--- config.mk ---
export PLATFORM = sky130hd
export DESIGN_NAME = fetch_unit
export DESIGN_NICKNAME = d
export VERILOG_FILES = /design/src/rtl/riscv_pkg.sv /design/src/rtl/fetch_fifo.sv /design/src/rtl/fetch_unit.sv
export SDC_FILE = /design/constraint.sdc
export NUM_CORES = 1
export LEC_CHECK = 0
export BUFFER_PORTS_ARGS = -buffer_cell sky130_fd_sc_hd__buf_4
export CAP_MARGIN = 40
export CORE_MARGIN = 2
export CORE_UTILIZATION = 50
export DETAILED_ROUTE_END_ITERATION = 6
export PLACE_DENSITY = 0.73
export SYNTH_ARGS = -nofsm -noshare
export SYNTH_HDL_FRONTEND = slang
export SYNTH_HIERARCHICAL = 1
export SYNTH_SLANG_ARGS = --single-unit
--- constraint.sdc ---
create_clock -name clk -period 22.2 [get_ports clk]
set_clock_uncertainty 0.15 [all_clocks]
set_input_delay 2.22 -clock clk [delete_from_list [all_inputs] [get_ports clk]]
set_output_delay 2.22 -clock clk [all_outputs]
set_load 0.005 [all_outputs]
--- src/rtl/riscv_pkg.sv ---
// Shared RV32I definitions for the fetch path: word size, canonical NOP,
// reset vector and the entry type carried through the instruction buffer.
package riscv_pkg;

  localparam int unsigned     XLEN         = 32;
  localparam logic [31:0]     NOP_INSTR    = 32'h0000_0013;  // addi x0, x0, 0
  localparam logic [XLEN-1:0] RESET_VECTOR = 32'h0000_0000;

  // One buffered fetch: the instruction word and the PC it was fetched from
  typedef struct packed {
    logic [XLEN-1:0] pc;
    logic [XLEN-1:0] instr;
  } fetch_entry_t;

  // Force a byte address onto a word boundary
  function automatic logic [XLEN-1:0] align_word(input logic [XLEN-1:0] a);
    return a & ~XLEN'(3);
  endfunction

endpackage

--- src/rtl/fetch_fifo.sv ---
// Small synchronous FIFO of fetch entries. Flush wins over a same-cycle push.
// The head entry is presented combinationally from the storage registers.
module fetch_fifo
  import riscv_pkg::*;
#(
  parameter int unsigned DEPTH = 2
) (
  input  logic                         clk,
  input  logic                         rst,
  input  logic                         i_push,
  input  fetch_entry_t                 i_entry,
  input  logic                         i_pop,
  input  logic                         i_flush,
  output fetch_entry_t                 o_head,
  output logic [$clog2(DEPTH+1)-1:0]   o_count,
  output logic                         o_full,
  output logic                         o_empty
);

  localparam int unsigned PTR_W = $clog2(DEPTH);
  localparam int unsigned CNT_W = $clog2(DEPTH+1);

  fetch_entry_t     r_mem [DEPTH];
  logic [PTR_W-1:0] r_wr_ptr;
  logic [PTR_W-1:0] r_rd_ptr;
  logic [CNT_W-1:0] r_count;

  logic w_do_push;
  logic w_do_pop;

  assign o_count = r_count;
  assign o_empty = (r_count == '0);
  assign o_full  = (32'(r_count) == DEPTH);
  assign o_head  = r_mem[r_rd_ptr];

  assign w_do_pop  = i_pop && !i_flush && !o_empty;
  assign w_do_push = i_push && !i_flush && (!o_full || w_do_pop);

  // Pointer and occupancy bookkeeping; flush empties the buffer in one edge
  always_ff @(posedge clk or posedge rst) begin
    if (rst) begin
      r_wr_ptr <= '0;
      r_rd_ptr <= '0;
      r_count  <= '0;
    end else if (i_flush) begin
      r_wr_ptr <= '0;
      r_rd_ptr <= '0;
      r_count  <= '0;
    end else begin
      if (w_do_push) r_wr_ptr <= r_wr_ptr + PTR_W'(1);
      if (w_do_pop)  r_rd_ptr <= r_rd_ptr + PTR_W'(1);
      r_count <= r_count + CNT_W'(w_do_push) - CNT_W'(w_do_pop);
    end
  end

  // Entry storage needs no reset: occupancy decides what is valid
  always_ff @(posedge clk) begin
    if (w_do_push) r_mem[r_wr_ptr] <= i_entry;
  end

endmodule

--- src/rtl/fetch_unit.sv ---
// Instruction-fetch stage: owns the PC, issues word fetches over a
// req/gnt/rvalid handshake, buffers returned words and presents them to
// decode, injecting a NOP whenever nothing valid is available.
module fetch_unit
  import riscv_pkg::*;
#(
  parameter logic [XLEN-1:0] RESET_PC        = RESET_VECTOR,
  parameter int unsigned     FIFO_DEPTH      = 2,
  parameter int unsigned     MAX_OUTSTANDING = 2
) (
  input  logic            clk,
  input  logic            rst,
  output logic            imem_req,
  output logic [XLEN-1:0] imem_addr,
  input  logic            imem_gnt,
  input  logic            imem_rvalid,
  input  logic [XLEN-1:0] imem_rdata,
  input  logic            stall,
  input  logic            PCsrc,
  input  logic [XLEN-1:0] br_target,
  input  logic            trap_take,
  input  logic [XLEN-1:0] trap_pc,
  output logic [XLEN-1:0] InstF,
  output logic [XLEN-1:0] PCF,
  output logic            instf_valid
);

  localparam int unsigned CNT_W  = $clog2(MAX_OUTSTANDING+1);
  localparam int unsigned FCNT_W = $clog2(FIFO_DEPTH+1);

  // r_outstanding counts every request in flight, stale or not;
  // r_drop is the subset of those whose responses must be discarded.
  logic [XLEN-1:0]  r_pc;
  logic [XLEN-1:0]  r_rsp_pc;
  logic [XLEN-1:0]  r_last_pc;
  logic [CNT_W-1:0] r_outstanding;
  logic [CNT_W-1:0] r_drop;
  logic             r_run;

  logic              w_redirect;
  logic [XLEN-1:0]   w_target;
  logic              w_hs;
  logic [CNT_W-1:0]  w_live_out;
  logic              w_live_rsp;
  logic              w_bypass;
  logic              w_fifo_push;
  logic              w_fifo_pop;
  fetch_entry_t      w_push_entry;
  fetch_entry_t      w_head;
  logic [FCNT_W-1:0] w_fifo_count;
  logic              w_fifo_full;
  logic              w_fifo_empty;

  assign w_redirect = trap_take | PCsrc;
  assign w_target   = align_word(trap_take ? trap_pc : br_target);

  // Only live (non-dropped) requests will occupy buffer space on return
  assign w_live_out = r_outstanding - r_drop;

  assign imem_req  = r_run && !w_redirect
                  && (32'(r_outstanding) < MAX_OUTSTANDING)
                  && ((32'(w_fifo_count) + 32'(w_live_out)) < FIFO_DEPTH);
  assign imem_addr = r_pc;
  assign w_hs      = imem_req && imem_gnt;

  // A response is kept only if no stale words remain ahead of it and no
  // redirect is flushing the path in the same cycle
  assign w_live_rsp   = imem_rvalid && (r_drop == '0) && !w_redirect;
  assign w_bypass     = w_fifo_empty && w_live_rsp;
  assign w_fifo_push  = w_live_rsp && !(w_bypass && !stall);
  assign w_fifo_pop   = !w_fifo_empty && !stall && !w_redirect;
  assign w_push_entry = '{pc: r_rsp_pc, instr: imem_rdata};

  fetch_fifo #(
    .DEPTH(FIFO_DEPTH)
  ) u_fifo (
    .clk    (clk),
    .rst    (rst),
    .i_push (w_fifo_push),
    .i_entry(w_push_entry),
    .i_pop  (w_fifo_pop),
    .i_flush(w_redirect),
    .o_head (w_head),
    .o_count(w_fifo_count),
    .o_full (w_fifo_full),
    .o_empty(w_fifo_empty)
  );

  // Decode-facing view: buffered head first, else a word arriving into an
  // empty buffer passes straight through, else a NOP with the last PC held
  always_comb begin
    InstF       = NOP_INSTR;
    PCF         = r_last_pc;
    instf_valid = 1'b0;
    if (!w_fifo_empty) begin
      InstF       = w_head.instr;
      PCF         = w_head.pc;
      instf_valid = 1'b1;
    end else if (w_bypass) begin
      InstF       = imem_rdata;
      PCF         = r_rsp_pc;
      instf_valid = 1'b1;
    end
  end

  // PC, response-PC and request counters; a redirect turns everything still
  // in flight after this edge into stale responses
  always_ff @(posedge clk or posedge rst) begin
    if (rst) begin
      r_pc          <= align_word(RESET_PC);
      r_rsp_pc      <= align_word(RESET_PC);
      r_last_pc     <= RESET_PC;
      r_outstanding <= '0;
      r_drop        <= '0;
      r_run         <= 1'b0;
    end else begin
      r_run <= 1'b1;
      if (w_redirect) begin
        r_pc     <= w_target;
        r_rsp_pc <= w_target;
        r_drop   <= r_outstanding - CNT_W'(imem_rvalid);
      end else begin
        if (w_hs)       r_pc     <= r_pc + XLEN'(4);
        if (w_live_rsp) r_rsp_pc <= r_rsp_pc + XLEN'(4);
        if (imem_rvalid && (r_drop != '0)) r_drop <= r_drop - CNT_W'(1);
      end
      r_outstanding <= r_outstanding + CNT_W'(w_hs) - CNT_W'(imem_rvalid);
      if (instf_valid) r_last_pc <= PCF;
    end
  end

  // Protocol sanity: no response without a request, no buffer overflow
  always_ff @(posedge clk) begin
    if (!rst) begin
      assert (!imem_rvalid || (r_outstanding != '0));
      assert (!(w_fifo_push && w_fifo_full && !w_fifo_pop));
    end
  end

endmodule

==> results of run 1 <==
-- worst reg2reg max path, stage by stage (launching register included) --
cell and delay [ns]:
dfrtp_1 0.38, inv_1 0.08, ha_1 0.16, xor2_1 0.18, xnor2_1 0.11, fa_1 0.51, and4b_1 0.23, and3_1 0.68
inv_2 0.28, nand2_1 0.65, o22ai_1 0.15, a311oi_1 0.28
-- worst paths after layout --
kind / endpoint / cells after the start / start
max: PCF[16] / 9 / trap_take
min: r_outstanding[0] / 1 / r_outstanding[0]
min reg2reg: r_outstanding[0] / 1 / r_outstanding[0]
max in group asynchronous: r_last_pc[14] / 3 / rst
min in group asynchronous: u_fifo/o_count[1] / 2 / rst
max reg2reg: imem_addr[26] / 11 / r_outstanding[0]
-- state kept, by name, summed over array words and instances (netlist names) --
| register | count |
|---|---|
| imem_addr | 30 |
| r_drop | 2 |
| r_last_pc | 32 |
| r_outstanding | 2 |
| r_rsp_pc | 30 |
| r_run | 1 |
| u_fifo/o_count | 2 |
| u_fifo/r_mem | 128 |
| u_fifo/r_rd_ptr | 1 |
| u_fifo/r_wr_ptr | 1 |
-- metal layers --
metal | up-vias | wire (µm)
met5 | - | 0
met4 | 0 | 724
met3 | 55 | 2270
met2 | 417 | 13400
met1 | 4410 | 12800
li1 | 4392 | -
-- final cells by class --
cell class / count / area [µm²] / share of cell area, %
Clock inverter: 15 / 95.1 / 0.686
Inverter: 47 / 179 / 1.29
Tap cell: 285 / 357 / 2.57
Sequential cell: 229 / 6370 / 46.0
Multi-Input combinational cell: 763 / 4580 / 33.0
Clock buffer: 30 / 644 / 4.65
Timing Repair Buffer: 208 / 1630 / 11.8
-- power by group through the flow --
stage	registers (mW)	logic (mW)	clock network, mW
6_report	0.535	0.240	0.380
5_1_grt	0.541	0.266	0.404
4_1_cts	0.534	0.242	0.388
3_5_place_dp	0.542	0.241	0
3_3_place_gp	0.539	0.233	0
2_1_floorplan	0.529	0.130	0
-- through the flow --
step / power, mW / std cells / instance area [µm²] / setup WS, ns / hold WS, ns
6_report: 1.16 / 1577 / 13900 / 15.26 / 0.358
5_1_grt: 1.21 / 1577 / 13900 / 15.15 / 0.367
4_1_cts: 1.17 / 1577 / 13900 / 15.28 / 0.361
3_5_place_dp: 0.783 / 1532 / 13100 / 15.30 / 0.347
3_3_place_gp: 0.772 / 1527 / 13000 / 15.36 / 0.338
2_1_floorplan: 0.660 / 1105 / 11400 / 13.32 / 0.287
==> results.py, run 1 <==
metrics = {
    "run_status": {
        "status": "completed",
    },
    "place": {
        "place_congestion": 0.940,
        "port_buffers": 194,
        "dp_hpwl_um": 19600,
    },
    "power": {
        "p_leak_nw": 5.64,
        "switching_share_pct": 27.7,
        "p_comb_share_pct": 20.8,
        "ir_drop_mv": 0.0380,
        "p_sw_mw": 0.320,
        "p_clk_share_pct": 32.9,
        "power.density_nw_per_um2": 83.4,
        "seqPwrFrac_pct": 46.3,
        "p_int_mw": 0.836,
    },
    "clock_network": {
        "cts_hold_buf": 0,
        "cts_tree": "done",
        "cts_root_buf": "clkbuf_16",
        "insertion_delay_ns": 0.52,
        "cts_resized": 0,
        "ctsHtreeMaxLevel": 1,
        "cts-buffers-inserted": 25,
        "cts.clk_slew.worst_paths_ns": 0.06,
        "clockBufferDepth": 3,
        "post_cts_buffers": 0,
        "cts_sinks": 229,
    },
    "finish": {
        "layout_common_cells": "buf_4 (203), nand2_1 (139), edfxtp_1 (128), dfrtp_1 (100), a31oi_1 (77)",
        "drive_above_1_share_pct": 20.7,
        "antenna_cells": 0,
        "fill_cells": 1850,
        "layout_commonest_cell": "buf_4",
        "fin_nets": 1386,
        "utilization_pct": 61.6,
        "area_growth_pct": 21.9,
    },
    "timing": {
        "finalMaxSlewViolations": 0,
        "fmax_mhz": 144,
        "relSlewSlack_pct": 46.6,
        "min_period_ns": 6.94,
        "tightestPinTransition_ns": 0.793,
        "grt_setup_unrepaired": "false",
        "setup_viol": 0,
        "finalCritPeriodShare_pct": 31.2,
        "tns_ns": 0,
        "hold_viol_final": 0,
    },
    "critical_path": {
        "start_kind": "input pin",
        "slowest_stage": "buf_4",
        "crit_required_ns": 19.83,
        "end_kind": "output pin",
        "crit_family": "buffers and inverters",
        "path_class": "input pin to output pin",
        "cp_data_arrival_time_ns": 4.57,
        "r2r_slack_ns": 18.25,
        "path_max_fanout": 59,
        "crit_top_cell": "buf_4",
        "worstPathCellList": "buf_4 -> nor2_2 -> buf_4 -> inv_2 -> nor2_4 -> buf_4 -> nand2_1 -> a31oi_1 -> buf_4",
        "slowest_delay_ns": 0.57,
        "cp_num_buf_inv": 5,
    },
    "route": {
        "drtIter0Drc": 719,
        "routed_wl_um": 29100,
        "remaining_drc_errors": 0,
        "first_pass_iters": 6,
        "via_per_inst": 5.88,
        "wl_per_cell_um": 18.5,
        "drtAntennaViolNets": 0,
        "route.vias.total": 9274,
    },
    "yosys": {
        "synth_warnings": 6,
        "syn-cell-area_um2": 11400,
        "syn_avg_cell_area_um2": 10.3,
        "synth_cells": 1100,
    },
    "global_routing": {
        "first_global_vias": 8988,
        "antenna_found_initial": 0,
        "track_usage_pct": 24.1,
        "grt_max_degree": 84,
        "grt_pass1_wl_um": 46600,
        "busiest_layer": "met2",
        "met2_usage_pct": 39.1,
        "grtUsageMet1_pct": 33.5,
        "gr-usage-met3_pct": 4.29,
        "grt-ovfl-total": 0,
    },
    "floorplan": {
        "start_util_pct": 50.5,
        "core_area_um2": 22500,
        "die_h_um": 155,
        "die_area_um2": 24000,
        "top_level_ports": 201,
        "rows": 55,
        "dieWidth_um": 155,
    },
    "worst_hold_path": {
        "hold_class": "flop to flop",
    },
    "flow_run": {
        "maxCapViolCount": 0,
    },
}
No activity file was read; power rests on OpenSTA's default activity.
==> run 2: changes to the inputs <==
Clock period 22.2 ns to 6.7 ns, I/O delays scaled along.
==> run 2 against run 1 <==
- sequential share of layout area is 0.19 points lower
- clock power rose to 3.5 times the previous value
- register-to-register slack got worse by 15 ns
- critical path depth shrank 1
- total power grew to 3.4 times the previous value
- via count fell by 0.24%
- global-route usage decreased by 0.40 points
- utilization rose by 0.26 points
- critical path type is now flop to output pin
- critical endpoint unchanged
- highest routed layer unchanged
==> results.py, run 2 (synthesis results as in run 1) <==
metrics = {
    "floorplan": {
        "top_level_ports": 201,
        "core_area_um2": 22500,
        "dieWidth_um": 155,
        "start_util_pct": 50.5,
        "die_h_um": 155,
        "rows": 55,
        "die_area_um2": 24000,
    },
    "route": {
        "remaining_drc_errors": 0,
        "via_per_inst": 5.87,
        "route.vias.total": 9252,
        "wl_per_cell_um": 18.1,
        "wl_met2_um": 13200,
        "drtAntennaViolNets": 0,
        "first_pass_iters": 5,
        "routed_wl_um": 28500,
        "drt-met1-wl_um": 12300,
        "wl_met3_um": 2470,
        "drtIter0Drc": 651,
        "dr.max_layer_used": "met4",
    },
    "critical_path": {
        "start_kind": "flop",
        "worstPathCellList": "inv_1 -> ha_1 -> nand2_1 -> nor2_4 -> buf_4 -> nand2_1 -> a31oi_1 -> buf_4",
        "crit_family": "simple AND/OR/NAND/NOR gates",
        "cp_data_arrival_time_ns": 3.06,
        "end_kind": "output pin",
        "path_max_fanout": 35,
        "crit_required_ns": 5.88,
        "slowest_stage": "nor2_4",
        "cp_num_buf_inv": 3,
        "path_class": "flop to output pin",
        "slowest_delay_ns": 0.58,
    },
    "finish": {
        "fin_nets": 1385,
        "fin_area_um2": 13900,
        "utilization_pct": 61.8,
        "layout_commonest_cell": "buf_4",
        "area_growth_pct": 22.4,
        "fill_cells": 1856,
        "reg_top3": "u_fifo/r_mem x128, r_last_pc x32",
        "largest_reg_flops": 128,
        "layout_common_cells": "buf_4 (204), nand2_1 (139), edfxtp_1 (128), dfrtp_1 (100), a31oi_1 (77)",
        "antenna_cells": 0,
        "layout.cells.non_filler": 1576,
        "top_register": "u_fifo/r_mem",
        "drive_above_1_share_pct": 20.8,
    },
    "power": {
        "p_leak_nw": 5.68,
        "p_total_mw": 3.89,
        "ir_drop_mv": 0.159,
        "power.density_nw_per_um2": 280,
    },
    "worst_hold_path": {
        "hold_class": "input pin to flop",
    },
    "global_routing": {
        "grt_pass1_wl_um": 45800,
        "grt_max_degree": 72,
        "first_global_vias": 8837,
        "grt-ovfl-total": 0,
        "track_usage_pct": 23.7,
        "antenna_found_initial": 0,
    },
    "timing": {
        "hold_viol_final": 0,
        "tightestPinTransition_ns": 0.806,
        "whs_ns": 0.205,
        "relSlewSlack_pct": 45.7,
        "finalMaxSlewViolations": 0,
        "tns_ns": 0,
        "setup_slack_ns": 2.82,
        "finalCritPeriodShare_pct": 57.9,
        "fmax_mhz": 258,
        "setup_viol": 0,
        "min_period_ns": 3.88,
        "grt_setup_unrepaired": "false",
    },
    "place": {
        "port_buffers": 194,
        "dp_hpwl_um": 19400,
        "place_ws_ns": 2.91,
        "placed_area_um2": 13100,
        "place_congestion": 0.961,
        "placed_cells_incl_taps": 1531,
    },
    "clock_network": {
        "insertion_delay_ns": 0.51,
        "cts-buffers-inserted": 24,
        "clockBufferDepth": 3,
        "cts_sinks": 229,
        "cts.clk_slew.worst_paths_ns": 0.06,
        "cts_tree": "done",
        "cts_resized": 0,
        "ctsHtreeMaxLevel": 1,
        "cts_root_buf": "clkbuf_16",
    },
    "flow_run": {
        "maxCapViolCount": 0,
    },
    "run_status": {
        "status": "completed",
    },
}
-- run 2: cell count changes in the layout (fill, tap and decap cells not counted), sizes merged --
cell / change
buf: -1
bufinv: +1
clkbuf: +5
clkinv: -6
clkinvlp: -1
dlygate4sd3: +1
-- run 2: power breakdown --
| part | switching, mW | total [mW] | internal [mW] |
|---|---|---|---|
| Sequential | 0.121 | 1.77 | 1.65 |
| Combinational | 0.394 | 0.794 | 0.401 |
| Clock | 0.525 | 1.33 | 0.804 |
-- run 2: cell type report --
class	count	area, µm²	area share, %
sequential	229	6370	45.8
tap	285	357	2.56
inverter	47	179	1.29
multi-input combinational	763	4590	33.0
clock buffer	35	703	5.05
clock inverter	9	97.6	0.701
timing repair buffer	208	1620	11.6
-- run 2: worst paths after layout --
kind                                  start            endpoint  slack (ns)  cells past startpoint
max                               r_drop[0]             PCF[16]        2.82                      8
min                           imem_rdata[0]  u_fifo/r_mem[1][0]        0.20                      1
max reg2reg                r_outstanding[0]       imem_addr[26]        3.18                     12
min reg2reg                r_outstanding[0]    r_outstanding[0]        0.36                      1
max in group asynchronous               rst        r_last_pc[8]        4.62                      4
min in group asynchronous               rst     u_fifo/r_wr_ptr        0.47                      3
-- run 2: what timing repair did --
item / CTS / global route
endpoints found under the hold margin: 4 / 0
buffers inserted: 0 / 0
hold buffers: 1 / 0
-- run 2: layer usage --
| metal | vias to the layer above | GRT usage, % |
|---|---|---|
| met2 | 442 | 38.5 |
| met5 | - | 0 |
| met1 | 4374 | 32.9 |
| li1 | 4389 | - |
| met3 | 47 | 4.54 |
| met4 | 0 | 6.48 |
==> run 3: changes to the inputs <==
Settings changed: ABC_AREA from default to 1, PLACE_DENSITY 0.73 to 0.72.
Clock period 6.7 ns to 3.8 ns, I/O delays scaled along.
==> run 3 against run 2 <==
- global-route usage grew 0.64 points
- utilization is 1.4 points higher
- wire length grew 7.9%
- register-to-register slack worse by 2.7 ns
- sequential cell count stayed put
- total power rose by 83%
- final area grew 6.0%
==> results.py, run 3 <==
metrics = {
    "run_status": {
        "status": "completed",
    },
    "finish": {
        "drive_above_1_share_pct": 22.3,
        "reg_top3": "u_fifo/r_mem x128, r_last_pc x32",
        "fin_nets": 1600,
        "utilization_pct": 63.2,
        "layout_common_cells": "nand2_1 (305), buf_4 (203), nor2_1 (194), edfxtp_1 (128), dfrtp_1 (100)",
        "area_growth_pct": 24.5,
        "antenna_cells": 0,
        "largest_reg_flops": 128,
        "top_register": "u_fifo/r_mem",
        "fill_cells": 1941,
        "layout_commonest_cell": "nand2_1",
    },
    "power": {
        "seqPwrFrac_pct": 44.8,
        "p_leak_nw": 6.27,
        "p_comb_share_pct": 22.3,
        "ir_drop_mv": 0.263,
        "power.density_nw_per_um2": 484,
        "p_sw_mw": 2.04,
        "p_int_mw": 5.10,
        "switching_share_pct": 28.6,
        "p_clk_share_pct": 32.8,
        "p_total_mw": 7.14,
    },
    "place": {
        "place_congestion": 0.993,
        "place_ws_ns": 0.583,
        "port_buffers": 194,
        "dp_hpwl_um": 21300,
    },
    "clock_network": {
        "post_cts_buffers": 0,
        "insertion_delay_ns": 0.51,
        "ctsHtreeMaxLevel": 1,
        "cts-buffers-inserted": 25,
        "clockBufferDepth": 3,
        "cts_tree": "done",
        "cts_sinks": 229,
        "cts_root_buf": "clkbuf_16",
        "cts.clk_slew.worst_paths_ns": 0.06,
    },
    "global_routing": {
        "grt_max_degree": 65,
        "first_global_vias": 9467,
        "track_usage_pct": 24.3,
        "antenna_found_initial": 0,
        "grt_pass1_wl_um": 47900,
        "grt-ovfl-total": 0,
    },
    "timing": {
        "tightestPinTransition_ns": 0.797,
        "whs_ns": 0.0970,
        "relSlewSlack_pct": 46.8,
        "grt_setup_unrepaired": "false",
        "fmax_mhz": 277,
        "hold_viol_final": 0,
        "finalCritPeriodShare_pct": 94.9,
        "finalMaxSlewViolations": 0,
        "setup_viol": 0,
        "setup_slack_ns": 0.195,
        "tns_ns": 0,
        "min_period_ns": 3.60,
    },
    "route": {
        "first_pass_iters": 5,
        "remaining_drc_errors": 0,
        "route.vias.total": 9872,
        "routed_wl_um": 30700,
        "via_per_inst": 5.41,
        "drtAntennaViolNets": 0,
        "drtIter0Drc": 766,
        "wl_per_cell_um": 16.8,
    },
    "floorplan": {
        "die_h_um": 158,
        "core_area_um2": 23300,
        "rows": 56,
        "top_level_ports": 201,
        "die_area_um2": 24900,
        "start_util_pct": 50.8,
        "dieWidth_um": 158,
    },
    "yosys": {
        "syn_avg_cell_area_um2": 9.33,
        "syn-cell-area_um2": 11800,
        "synth_warnings": 6,
        "synth_cells": 1269,
    },
    "critical_path": {
        "path_max_fanout": 30,
        "r2r-end": "imem_addr[4]",
        "end_kind": "output pin",
        "crit_required_ns": 3.27,
        "start_kind": "flop",
        "r2r_cells": 12,
        "r2r_slack_ns": 0.52,
        "cp_data_arrival_time_ns": 3.07,
        "reg2reg_from": "r_outstanding[0]",
        "path_class": "flop to output pin",
    },
    "flow_run": {
        "maxCapViolCount": 0,
    },
    "worst_hold_path": {
        "hold_class": "input pin to flop",
        "holdCritStartpoint": "imem_rvalid",
        "holdPathEnd": "r_drop[0]",
        "min_path_cells": 3,
    },
}
==> run 3: layout make-up <==
class,instances,area (µm²),share of cell area (%)
Timing Repair Buffer,240,1940,13.2
Clock inverter,9,97.6,0.662
Inverter,83,318,2.16
Multi-Input combinational cell,909,4910,33.3
Tap cell,319,399,2.71
Sequential cell,229,6370,43.2
Clock buffer,36,707,4.79
==> run 3: worst max-delay path, cell delays in order, from the launching register on <==
cell	delay [ns]
dfrtp_1	0.38
inv_1	0.08
ha_1	0.19
nand2_1	0.21
clkinvlp_4	0.28
nand2_1	0.31
nand2_1	0.13
clkinv_1	0.13
buf_4	0.34
nand2_1	0.14
o211ai_1	0.17
buf_4	0.17
==> run 3: what timing repair did <==
action	in CTS	in global routing
hold buffers	33	0
endpoints found under the hold margin	90	0
resized for setup	0	1
setup endpoints to repair	0	11
==> run 3: routing by layer <==
metal | up-vias | part of all wire, % | wire length (µm) | global-route usage (%)
met1 | 4676 | 42 | 13000 | 32.0
li1 | 4768 | - | - | -
met3 | 42 | 7.8 | 2390 | 4.33
met4 | 0 | 1.5 | 459 | 6.23
met2 | 386 | 48 | 14900 | 41.7
met5 | - | 0 | 0 | 0
==> run 3: power by group through the flow <==
stage                     Clock, mW  Combinational [mW]  Sequential [mW]
final                          2.34                1.60             3.20
after global routing           2.50                1.78             3.24
after CTS                      2.39                1.60             3.19
after detailed placement          0                1.56             3.24
after global placement            0                1.51             3.23
after floorplan                   0               0.859             3.16
==> run 3: metrics by stage <==
stage / cells / instance area [µm²]
finish: 1825 / 14700
floorplan: 1274 / 11900
CTS: 1825 / 14700
global route: 1825 / 14700
detailed placement: 1747 / 13600
global placement: 1746 / 13600
==> run 3: how the worst max path moves through the flow <==
stage,endpoint,cells past startpoint,start,slack [ns]
6_report,PCF[19],11,r_drop[1],0.20
5_1_grt,PCF[19],11,r_drop[0],0.03
4_1_cts,PCF[19],9,r_drop[1],0.17
3_5_place_dp,imem_addr[4],12,r_outstanding[0],0.58
3_3_place_gp,imem_addr[21],12,r_outstanding[0],0.66
2_1_floorplan,u_fifo/r_mem[0][0],12,u_fifo/o_count[1],-0.03
